--- config.mk ---
export PLATFORM = sky130hd
export DESIGN_NAME = reg_write_arbiter
export DESIGN_NICKNAME = d
export VERILOG_FILES = /design/src/rtl/reg_write_arbiter.sv
export SDC_FILE = /design/constraint.sdc
export NUM_CORES = 1
export LEC_CHECK = 0
export ABC_CLOCK_PERIOD_IN_PS = 3800
export CAP_MARGIN = 10
export CELL_PAD_IN_SITES_DETAIL_PLACEMENT = 0
export CELL_PAD_IN_SITES_GLOBAL_PLACEMENT = 1
export CORE_ASPECT_RATIO = 1.2
export CORE_MARGIN = 2
export CORE_UTILIZATION = 29
export DETAILED_ROUTE_END_ITERATION = 12
export PLACE_DENSITY_LB_ADDON = 0.1
export SLEW_MARGIN = 10
export SYNTH_ARGS = -nofsm -noshare
export SYNTH_HDL_FRONTEND = slang
export SYNTH_SLANG_ARGS = --single-unit
--- constraint.sdc ---
create_clock -name clk -period 3.8 [get_ports clk]
set_input_delay 0.76 -clock clk [delete_from_list [all_inputs] [get_ports clk]]
set_output_delay 0.76 -clock clk [all_outputs]
set_load 0.005 [all_outputs]
--- src/rtl/reg_write_arbiter.sv ---
// Round-robin arbiter sharing one enable-loaded register between NUM_REQ
// requesters over a 4-phase req/ack handshake; all outputs are registered.
module reg_write_arbiter #(
  parameter int NUM_REQ = 4,
  parameter int WIDTH   = 8,
  parameter int IDX_W   = 2
) (
  input  logic                       clk,
  input  logic                       reset_n,
  input  logic [NUM_REQ-1:0]         req,
  input  logic [NUM_REQ*WIDTH-1:0]   data_in,
  output logic [NUM_REQ-1:0]         ack,
  output logic                       reg_en,
  output logic [WIDTH-1:0]           reg_d,
  output logic [IDX_W-1:0]           grant_id,
  output logic                       busy,
  output logic [15:0]                wr_count
);

  localparam int PAD = 1 << IDX_W;

  typedef enum logic [1:0] {
    ST_IDLE,
    ST_WRITE,
    ST_RELEASE
  } state_t;

  state_t             state_q;
  logic [IDX_W-1:0]   ptr_q;
  logic [NUM_REQ-1:0] ack_q;
  logic               reg_en_q;
  logic [WIDTH-1:0]   reg_d_q;
  logic [IDX_W-1:0]   grant_q;
  logic               busy_q;
  logic [15:0]        wr_count_q;

  logic [PAD-1:0]     req_pad;
  logic [WIDTH-1:0]   data_arr [PAD];
  logic               found_d;
  logic [IDX_W-1:0]   win_idx_d;
  logic [NUM_REQ-1:0] win_oh_d;
  logic [IDX_W-1:0]   ptr_d;
  logic [IDX_W:0]     sum_d;

  // Indices at or above NUM_REQ see a zero request and zero data, so they
  // can never win.
  genvar gi;
  generate
    for (gi = 0; gi < PAD; gi++) begin : g_pad
      if (gi < NUM_REQ) begin : g_live
        assign req_pad[gi]  = req[gi];
        assign data_arr[gi] = data_in[gi*WIDTH +: WIDTH];
      end else begin : g_dead
        assign req_pad[gi]  = 1'b0;
        assign data_arr[gi] = '0;
      end
    end
  endgenerate

  // Walk downward so the lowest offset from the pointer is the last to
  // assign and therefore wins.
  always_comb begin
    found_d   = 1'b0;
    win_idx_d = '0;
    sum_d     = '0;
    for (int k = NUM_REQ - 1; k >= 0; k--) begin
      sum_d = {1'b0, ptr_q} + (IDX_W+1)'(k);
      if (sum_d >= (IDX_W+1)'(NUM_REQ)) begin
        sum_d = sum_d - (IDX_W+1)'(NUM_REQ);
      end
      if (req_pad[sum_d[IDX_W-1:0]]) begin
        found_d   = 1'b1;
        win_idx_d = sum_d[IDX_W-1:0];
      end
    end
  end

  generate
    for (gi = 0; gi < NUM_REQ; gi++) begin : g_onehot
      assign win_oh_d[gi] = found_d && (win_idx_d == IDX_W'(gi));
    end
  endgenerate

  assign ptr_d = (grant_q == IDX_W'(NUM_REQ - 1)) ? '0 : grant_q + 1'b1;

  always_ff @(posedge clk or negedge reset_n) begin
    if (!reset_n) begin
      state_q    <= ST_IDLE;
      ptr_q      <= '0;
      ack_q      <= '0;
      reg_en_q   <= 1'b0;
      reg_d_q    <= '0;
      grant_q    <= '0;
      busy_q     <= 1'b0;
      wr_count_q <= '0;
    end else begin
      case (state_q)
        ST_IDLE: begin
          if (found_d) begin
            reg_d_q  <= data_arr[win_idx_d];
            grant_q  <= win_idx_d;
            reg_en_q <= 1'b1;
            ack_q    <= win_oh_d;
            busy_q   <= 1'b1;
            state_q  <= ST_WRITE;
          end
        end
        ST_WRITE: begin
          reg_en_q <= 1'b0;
          ack_q    <= '0;
          if (wr_count_q != 16'hFFFF) begin
            wr_count_q <= wr_count_q + 16'd1;
          end
          state_q  <= ST_RELEASE;
        end
        ST_RELEASE: begin
          // The winner holding its request stalls everyone else by design.
          if (!req_pad[grant_q]) begin
            busy_q  <= 1'b0;
            ptr_q   <= ptr_d;
            state_q <= ST_IDLE;
          end
        end
        default: begin
          reg_en_q <= 1'b0;
          ack_q    <= '0;
          busy_q   <= 1'b0;
          state_q  <= ST_IDLE;
        end
      endcase
    end
  end

  assign ack      = ack_q;
  assign reg_en   = reg_en_q;
  assign reg_d    = reg_d_q;
  assign grant_id = grant_q;
  assign busy     = busy_q;
  assign wr_count = wr_count_q;

endmodule

==> flow_metrics.py, run 1 <==
metrics = {
    "layout": {
        "final_cells": 349,
        "drive_gt1_share_pct": 7.58,
        "diodes": 0,
        "final_util_pct": 43.8,
        "nFillCells": 641,
        "stdcell_area_um2": 2790,
        "area_growth_syn_to_layout_pct": 46.8,
        "nNetsFinal": 303,
    },
    "clocking": {
        "cts-htree-levels": 2,
        "cts_resized": 0,
        "clockBufferDepth": 2,
        "cts_tree": "yes",
        "numCtsBuffers": 5,
        "clock_latency_ps": 280,
        "path_clk_slew_ps": 70,
        "ctsHoldBuffers": 0,
        "postCtsSetupRepairBufs": 0,
        "numClockSinks": 36,
        "cts_root_buffer": "clkbuf_8",
    },
    "sta": {
        "slew_violations": 0,
        "fmax_ghz": 0.372,
        "final.setup_skew_ps": 2.11,
        "tightest_slew_ps": 814,
        "fin_setup_tns_ps": 0,
        "fin_crit_sh_pct": 70.7,
        "setup_violations": 0,
        "hold_violations": 0,
        "period_minus_slack_ps": 2690,
        "rsz0062_at_grt": "false",
        "slew_headroom_pct": 45.7,
    },
    "floorplan": {
        "fp.dieW_um": 77.9,
        "die_h_um": 92.6,
        "fp.coreArea_um2": 6370,
        "start_util_pct": 29.8,
        "io_pins": 70,
        "fp-row-count": 32,
        "fp.dieArea_um2": 7210,
    },
    "synthesis": {
        "synth.avg_cell_area_um2": 9.89,
        "synth.distinct_cells": 39,
        "synth_ff_type": "dfrtp_1",
        "syn_area_um2": 1900,
        "synth_seq_cells": 36,
        "yosysTopAreaCellShare_pct": 47.5,
        "async_flop_share_pct": 100,
        "yosys-top-cells-count": "dfrtp_1 (36), nand2_1 (20), nor2_1 (17), a211oi_1 (16), nor3_1 (12)",
        "synth_area_leader_cell": "dfrtp_1",
        "synth_most_common_cell": "dfrtp_1",
        "synthCells": 192,
        "synthTopCellsByArea": "dfrtp_1 (47%), a211oi_1 (6.3%), mux2i_1 (4.7%)",
        "ys_seq_area_share_pct": 47.5,
        "ys_warn_count": 0,
        "syn-num-nets": 232,
        "synth_edf_count": 0,
    },
    "route": {
        "drtIter0Drc": 89,
        "wl_per_cell_um": 13.8,
        "wirelength_mm": 4.81,
        "antenna_left": 0,
        "vias": 1688,
        "drcViolationCount": 0,
        "via_per_inst": 4.84,
        "first_pass_iters": 5,
    },
    "power": {
        "power_density_nw_per_um2": 646,
        "vdd_ir_drop_max_v": 0.000239,
        "p_leak_uw": 0.00117,
        "power.total_uw": 1800,
    },
    "worst_setup_path": {
        "critical_path_buf_inv_count": 2,
        "reg2reg_slack_ps": 1780,
        "cpMaxStageDelayCell": "clkdlybuf4s50_1",
        "crit_type": "in2reg",
        "endpoint_kind": "register",
        "cpPeakStageDelay_ps": 560,
        "crit_family": "buffers and inverters",
        "crit_top_cell": "a211oi_1",
        "worstPathArrival_ps": 2820,
        "worstPathCellList": "clkdlybuf4s50_1, nor4_1, or3_1, inv_1, o21ai_2, a211oi_1, a211oi_1",
        "path_max_fanout": 12,
        "worst_setup_path_start_kind": "input pin",
        "required_ps": 3940,
    },
    "place": {
        "port_buffers": 69,
        "place_area_um2": 2660,
        "dp.final_hpwl_mm": 3.69,
        "dp.cells": 341,
        "gp_congestion": 0.776,
    },
    "global_routing": {
        "grt-ovfl-total": 0,
        "grt_usage_pct": 14.8,
        "grt_max_degree": 37,
        "grt_first_pass_wirelength_mm": 8.42,
        "antenna_found_initial": 0,
        "grt_pass1_vias": 1782,
    },
    "run_status": {
        "outcome": "completed",
    },
    "min_path": {
        "min_path_type": "reg2reg",
    },
    "job": {
        "drv_cap": 0,
    },
}
stage by stage:
step / worst slack, ps / hold WS [ps]
6_report: 1110 / 491
5_1_grt: 885 / 517
4_1_cts: 1140 / 497
3_5_place_dp: 830 / 482
3_3_place_gp: 940 / 471
2_1_floorplan: 1850 / 464
cell families after synthesis:
| kind of cell | after synthesis | share of synthesized area, % |
|---|---|---|
| DFF | 36 | 47.5 |
| buffers and inverters | 9 | 2.37 |
| and+or+nand+nor | 82 | 21.7 |
| adders and majority gates | 2 | 1.32 |
| AOI/OAI and AO/OA | 41 | 15.0 |
| muxes | 14 | 8.50 |
| xor gates and xnor gates | 8 | 3.69 |
registers in the layout, summed over array words and instances, names as in the netlist:
signal	flops
ptr_q	2
ack	4
wr_count	16
reg_d	8
state_q	2
reg_en	1
busy	1
grant_id	2
final timing paths:
kind                                 start          end  depth (start not counted)
worst min-delay path                ack[0]       ack[0]                          2
worst max-delay path                req[0]     reg_d[4]                          7
worst min register to register      ack[0]       ack[0]                          2
worst max register to register  state_q[0]     reg_d[4]                          5
min in group asynchronous          reset_n  wr_count[6]                          1
max in group asynchronous          reset_n  wr_count[3]                          1
layout make-up:
class | count | area, um^2 | share of cell area (%)
flip-flops and latches | 36 | 901 | 32.3
repair buffers | 69 | 686 | 24.6
inverters | 4 | 15.0 | 0.539
multi-input cells | 147 | 952 | 34.2
well taps | 85 | 106 | 3.82
clock buffers | 7 | 96.3 | 3.46
clock inverters | 1 | 30.0 | 1.08
cell usage in the layout, fill, tap and decap left out, types with 2 or more instances in the layout:
| master | count |
|---|---|
| dfrtp_1 | 36 |
| and3_1 | 6 |
| a211oi_1 | 16 |
| ha_1 | 2 |
| nand4_1 | 2 |
| mux2_2 | 3 |
| inv_1 | 4 |
| or3_1 | 2 |
| a31oi_1 | 3 |
| a21oi_1 | 6 |
| nor3_1 | 12 |
| mux2i_1 | 9 |
| clkbuf_8 | 7 |
| a21o_1 | 3 |
| nand3_1 | 8 |
| o21ai_0 | 6 |
| nand3b_1 | 2 |
| or2_2 | 2 |
| nor2b_1 | 5 |
| xnor2_1 | 5 |
| clkdlybuf4s50_1 | 68 |
| xor2_1 | 3 |
| nand2b_1 | 2 |
| nand2_1 | 20 |
| nor2_1 | 17 |
power by group:
part	total, uW	switching (uW)	leakage (uW)	internal (uW)
combinational	777	345	0.000654	431
sequential	658	137	0.000449	521
clock	364	133	0.0000645	232
total	1800	615	0.00117	1180
worst register-to-register path, delay by kind of cell, from the launching register on:
kind | cells | cell delay [ps]
compound gates | 3 | 630
buf+inv | 1 | 360
flops | 1 | 440
simple gates | 1 | 450
metal layers:
metal / up-vias / global-route usage [%] / routed length [um]
met2: 57 / 25.9 / 2440
li1: 839 / - / -
met5: - / 0 / 0
met3: 2 / 4.19 / 275
met1: 790 / 17.8 / 2060
met4: 0 / 3.57 / 23
No activity file was read; power rests on OpenSTA's default activity.
==> run 2, diff against run 1 <==
Settings changed: ABC_CLOCK_PERIOD_IN_PS 3800 to 2600.
Clock period 3.8 ns to 2.6 ns, I/O delays scaled along.
==> run 2 against run 1 <==
Against the previous run: register-to-register slack got worse by 1000 ps; core utilization rose by 0.29 points; first-iteration DRC count shrank 15%; via count fell by 0.41%; critical path type unchanged; critical endpoint is now reg_d[6].
==> flow_metrics.py, run 2 (synthesis results as in run 1) <==
metrics = {
    "run_status": {
        "outcome": "completed",
    },
    "route": {
        "antenna_left": 0,
        "wirelength_mm": 4.82,
        "drt-met1-wl_mm": 2.13,
        "via_per_inst": 4.72,
        "drcViolationCount": 0,
        "top_layer_used": "met4",
        "wl_met3_um": 339,
        "wl_per_cell_um": 13.6,
        "wl_met2_mm": 2.28,
        "vias": 1681,
        "drtIter0Drc": 76,
        "first_pass_iters": 4,
    },
    "layout": {
        "register_area_um2": 901,
        "diodes": 0,
        "layout_common_cells": "clkdlybuf4s50_1 (68), dfrtp_1 (36), nand2_1 (20)",
        "final_common_cell": "clkdlybuf4s50_1",
        "nFillCells": 661,
        "largest_reg_flops": 16,
        "final_cells": 356,
        "drive_gt1_share_pct": 9.96,
        "nNetsFinal": 310,
        "multi_input_area_um2": 952,
        "area_growth_syn_to_layout_pct": 47.8,
    },
    "floorplan": {
        "fp-row-count": 32,
        "fp.coreArea_um2": 6370,
        "start_util_pct": 29.8,
        "die_h_um": 92.6,
        "io_pins": 70,
        "fp.dieW_um": 77.9,
        "fp.dieArea_um2": 7210,
    },
    "clocking": {
        "ctsHoldBuffers": 0,
        "cts_root_buffer": "clkbuf_8",
        "path_clk_slew_ps": 70,
        "cts_tree": "yes",
        "clock_latency_ps": 290,
        "cts-htree-levels": 2,
        "clockBufferDepth": 2,
        "cts_resized": 0,
        "numCtsBuffers": 5,
        "numClockSinks": 36,
        "postCtsSetupRepairBufs": 0,
    },
    "global_routing": {
        "grt-ovfl-total": 0,
        "grt_first_pass_wirelength_mm": 8.22,
        "grt_pass1_vias": 1679,
        "antenna_found_initial": 0,
        "grt_max_degree": 37,
        "grt_usage_pct": 14.5,
    },
    "sta": {
        "final.setup_skew_ps": 4.57,
        "setup_violations": 0,
        "period_minus_slack_ps": 2140,
        "fmax_ghz": 0.467,
        "fin_crit_sh_pct": 82.4,
        "rsz0062_at_grt": "false",
        "fin_setup_tns_ps": 0,
        "slew_violations": 0,
        "hold_violations": 0,
        "slew_headroom_pct": 45.1,
        "tightest_slew_ps": 823,
    },
    "place": {
        "dp.cells": 348,
        "port_buffers": 69,
        "gp_congestion": 0.777,
        "dp.final_hpwl_mm": 3.68,
    },
    "power": {
        "power_density_nw_per_um2": 907,
        "power_frac_comb_pct": 46.4,
        "power_frac_clock_pct": 16.3,
        "p_sw_share_pct": 35.4,
        "switchingPower_uw": 901,
        "p_int_uw": 1640,
        "seqPwrFrac_pct": 37.3,
        "vdd_ir_drop_max_v": 0.000404,
        "p_leak_uw": 0.00119,
    },
    "worst_setup_path": {
        "cpMaxStageDelayCell": "clkdlybuf4s50_1",
        "path_max_fanout": 9,
        "worstPathArrival_ps": 2340,
        "crit_type": "in2reg",
        "required_ps": 2790,
        "worstPathCellList": "clkdlybuf4s50_1, nor4_1, or3_1, inv_1, o21ai_2, a211oi_1, a211oi_1",
        "cpPeakStageDelay_ps": 510,
        "crit_top_cell": "a211oi_1",
        "worst_setup_path_start_kind": "input pin",
        "endpoint_kind": "register",
    },
    "job": {
        "drv_cap": 0,
    },
    "min_path": {
        "min_path_type": "in2async",
    },
}
run 2: changes by cell type in the layout (fill, tap and decap cells not counted):
cell | before | now
buf_4 | 0 | 7
bufinv_16 | 1 | 0
clkbuf_8 | 7 | 6
clkinv_2 | 0 | 2
run 2: per-stage QoR:
| stage | total power (uW) | utilization (%) | setup slack, ps | hold slack, ps | area, um^2 |
|---|---|---|---|---|---|
| after global routing | 2760 | 44.1 | 253 | 402 | 2810 |
| after detailed placement | 2170 | 42.6 | 163 | 484 | 2710 |
| final | 2550 | 44.1 | 457 | 326 | 2810 |
| after floorplan | 1570 | - | 870 | 224 | 1900 |
| after global placement | 2170 | 42.6 | 218 | 464 | 2710 |
| after CTS | 2600 | 44.1 | 465 | 363 | 2810 |
run 2: worst paths after layout:
kind	cells past startpoint	slack [ps]	startpoint	to
max in group asynchronous	1	1760	reset_n	reg_d[1]
hold / removal	1	330	reset_n	wr_count[6]
min in group clk	2	490	ack[0]	ack[0]
setup / recovery	7	460	req[0]	reg_d[6]
setup reg to reg	6	770	state_q[0]	wr_count[15]
hold reg to reg	2	490	ack[0]	ack[0]
run 2: area by class of cell:
cell class / count / share of cell area (%)
clock buffer: 6 / 2.94
clock inverter: 2 / 0.357
inverter: 4 / 0.535
multi-input combinational: 147 / 33.9
sequential: 36 / 32.1
tap: 85 / 3.79
timing repair buffer: 76 / 26.3
run 2: worst max-delay path: cells and delay by family:
family | cells | cell delay [ps]
and+or+nand+nor | 2 | 700
buffers and inverters | 2 | 600
AOI/OAI and AO/OA | 3 | 520
run 2: routing by layer:
metal	GRT usage [%]	vias to the layer above
li1	-	855
met1	17.1	768
met2	24.4	52
met3	4.97	6
met4	4.91	0
met5	0	-
run 2: power by group through the flow:
| stage | registers [uW] | logic, uW | clock network [uW] |
|---|---|---|---|
| 2_1_floorplan | 936 | 629 | 0 |
| 6_report | 949 | 1180 | 415 |
| 3_5_place_dp | 966 | 1200 | 0 |
| 5_1_grt | 984 | 1320 | 458 |
| 3_3_place_gp | 967 | 1200 | 0 |
| 4_1_cts | 956 | 1210 | 435 |
==> run 3, diff against run 2 <==
Settings changed: ABC_CLOCK_PERIOD_IN_PS 2600 to 1810.
Clock period 2.6 ns to 1.81 ns, I/O delays scaled along.
==> run 3 against run 2 <==
Against the previous run: via count is 10% higher; clock power rose by 47%; worst setup slack lost 440 ps; non-clock buffer count increased by 29; final area grew 13%; global-route usage grew 0.97 points; worst hold slack lost 320 ps; sequential share of layout area decreased by 3.8 points.
==> flow_metrics.py, run 3 (synthesis results as in run 1) <==
metrics = {
    "run_status": {
        "outcome": "completed",
    },
    "layout": {
        "nNetsFinal": 339,
        "final_util_pct": 49.9,
        "area_growth_syn_to_layout_pct": 67.4,
        "layout_common_cells": "clkdlybuf4s50_1 (65), dfrtp_1 (36), buf_4 (29)",
        "drive_gt1_share_pct": 23.0,
        "final_common_cell": "clkdlybuf4s50_1",
        "diodes": 0,
        "largest_reg_flops": 16,
        "nFillCells": 618,
    },
    "global_routing": {
        "grt_first_pass_wirelength_mm": 8.84,
        "antenna_found_initial": 0,
        "grt-ovfl-total": 0,
        "grt_pass1_vias": 1908,
        "grt_usage_pct": 15.4,
        "grt_max_degree": 20,
    },
    "power": {
        "seqPwrFrac_pct": 32.5,
        "vdd_ir_drop_max_v": 0.000623,
        "power_density_nw_per_um2": 1300,
        "power_frac_clock_pct": 14.7,
        "p_leak_uw": 0.00138,
        "switchingPower_uw": 1460,
        "p_int_uw": 2680,
        "power_frac_comb_pct": 52.8,
        "p_sw_share_pct": 35.3,
    },
    "floorplan": {
        "fp.dieArea_um2": 7210,
        "die_h_um": 92.6,
        "fp.coreArea_um2": 6370,
        "start_util_pct": 29.8,
        "fp.dieW_um": 77.9,
        "io_pins": 70,
        "fp-row-count": 32,
    },
    "route": {
        "via_per_inst": 4.81,
        "top_layer_used": "met4",
        "wl_met2_mm": 2.69,
        "drtIter0Drc": 35,
        "wl_per_cell_um": 13.6,
        "drt-met1-wl_mm": 2.21,
        "first_pass_iters": 4,
        "antenna_left": 0,
        "vias": 1851,
        "wl_met3_um": 265,
        "drcViolationCount": 0,
        "wirelength_mm": 5.23,
    },
    "worst_setup_path": {
        "worstPathArrival_ps": 1970,
        "path_max_fanout": 10,
        "crit_type": "in2reg",
        "worstPathCellList": "clkdlybuf4s50_1, buf_4, a311oi_4, or2_4, nor2_4, buf_12, a22o_1",
        "crit_family": "buffers and inverters",
        "cpMaxStageDelayCell": "clkdlybuf4s50_1",
        "critical_path_buf_inv_count": 3,
        "required_ps": 1990,
        "worst_setup_path_start_kind": "input pin",
        "cpPeakStageDelay_ps": 460,
        "endpoint_kind": "register",
    },
    "place": {
        "dp.final_hpwl_mm": 4.02,
        "port_buffers": 69,
        "gp_congestion": 0.793,
        "dp_slack_ps": -433,
    },
    "sta": {
        "slew_violations": 0,
        "fmax_ghz": 0.556,
        "hold_violations": 0,
        "fin_ws_ps": 12.7,
        "fin_crit_sh_pct": 99.3,
        "tightest_slew_ps": 450,
        "period_minus_slack_ps": 1800,
        "rsz0062_at_grt": "true",
        "setup_violations": 0,
        "slew_headroom_pct": 70.0,
        "final.setup_skew_ps": 9.66,
    },
    "clocking": {
        "path_clk_slew_ps": 80,
        "numCtsBuffers": 5,
        "clock_latency_ps": 290,
        "clockBufferDepth": 2,
        "cts-htree-levels": 2,
        "cts_tree": "yes",
        "numClockSinks": 36,
        "cts_root_buffer": "clkbuf_8",
    },
    "min_path": {
        "min_path_type": "in2async",
    },
    "job": {
        "drv_cap": 0,
    },
}
## run 3: cell count changes in the layout (fill, tap and decap cells not counted), moves of 4 or more
cell,before,now
buf_4,7,29
a211oi_1,16,11
a211oi_2,0,5
buf_6,0,4
## run 3: metal layers
metal | vias up | GRT usage, %
met3 | 5 | 4.19
met1 | 878 | 17.8
met2 | 54 | 27.7
met5 | - | 0
met4 | 0 | 4.46
li1 | 914 | -
## run 3: final cells by class
cell class | instances | area, um^2 | area share [%]
timing repair buffer | 105 | 1020 | 32.0
inverter | 4 | 15.0 | 0.473
clock inverter | 1 | 7.51 | 0.236
sequential | 36 | 901 | 28.4
tap | 85 | 106 | 3.35
clock buffer | 7 | 86.3 | 2.72
multi-input combinational | 147 | 1040 | 32.9
## run 3: what timing repair did
action,CTS,global route
hold buffers,0,0
setup endpoints to repair,12,16
setup buffers,2,2
gates resized for setup,7,20
pin swaps,3,6
## run 3: through the flow
stage | setup TNS, ps | cell area, um^2 | hold slack (ps) | std cells | total power (uW)
floorplan | 0 | 1900 | 66.4 | 192 | 2250
global route | -90.3 | 3180 | 30.2 | 385 | 4470
global placement | -4840 | 2930 | 336 | 373 | 3310
detailed placement | -5370 | 2930 | 337 | 373 | 3320
CTS | -22.1 | 3080 | 23.2 | 383 | 4030
finish | 0 | 3180 | 10.2 | 385 | 4140
## run 3: path summary, 6_finish.rpt
kind,from,end,slack (ps),cells after the start
setup / recovery,req[3],ack[2],10,7
hold / removal,reset_n,ack[1],10,1
setup reg to reg,wr_count[0],wr_count[1],110,5
hold reg to reg,wr_count[13],wr_count[13],490,1
max in group asynchronous,reset_n,wr_count[2],1340,2
min in group clk,wr_count[13],wr_count[13],490,1
## run 3: power groups by stage
stage	registers [uW]	clock network [uW]	logic [uW]
final	1340	610	2180
after global routing	1390	661	2410
after CTS	1340	625	2060
after detailed placement	1360	0	1960
after global placement	1350	0	1960
after floorplan	1340	0	904
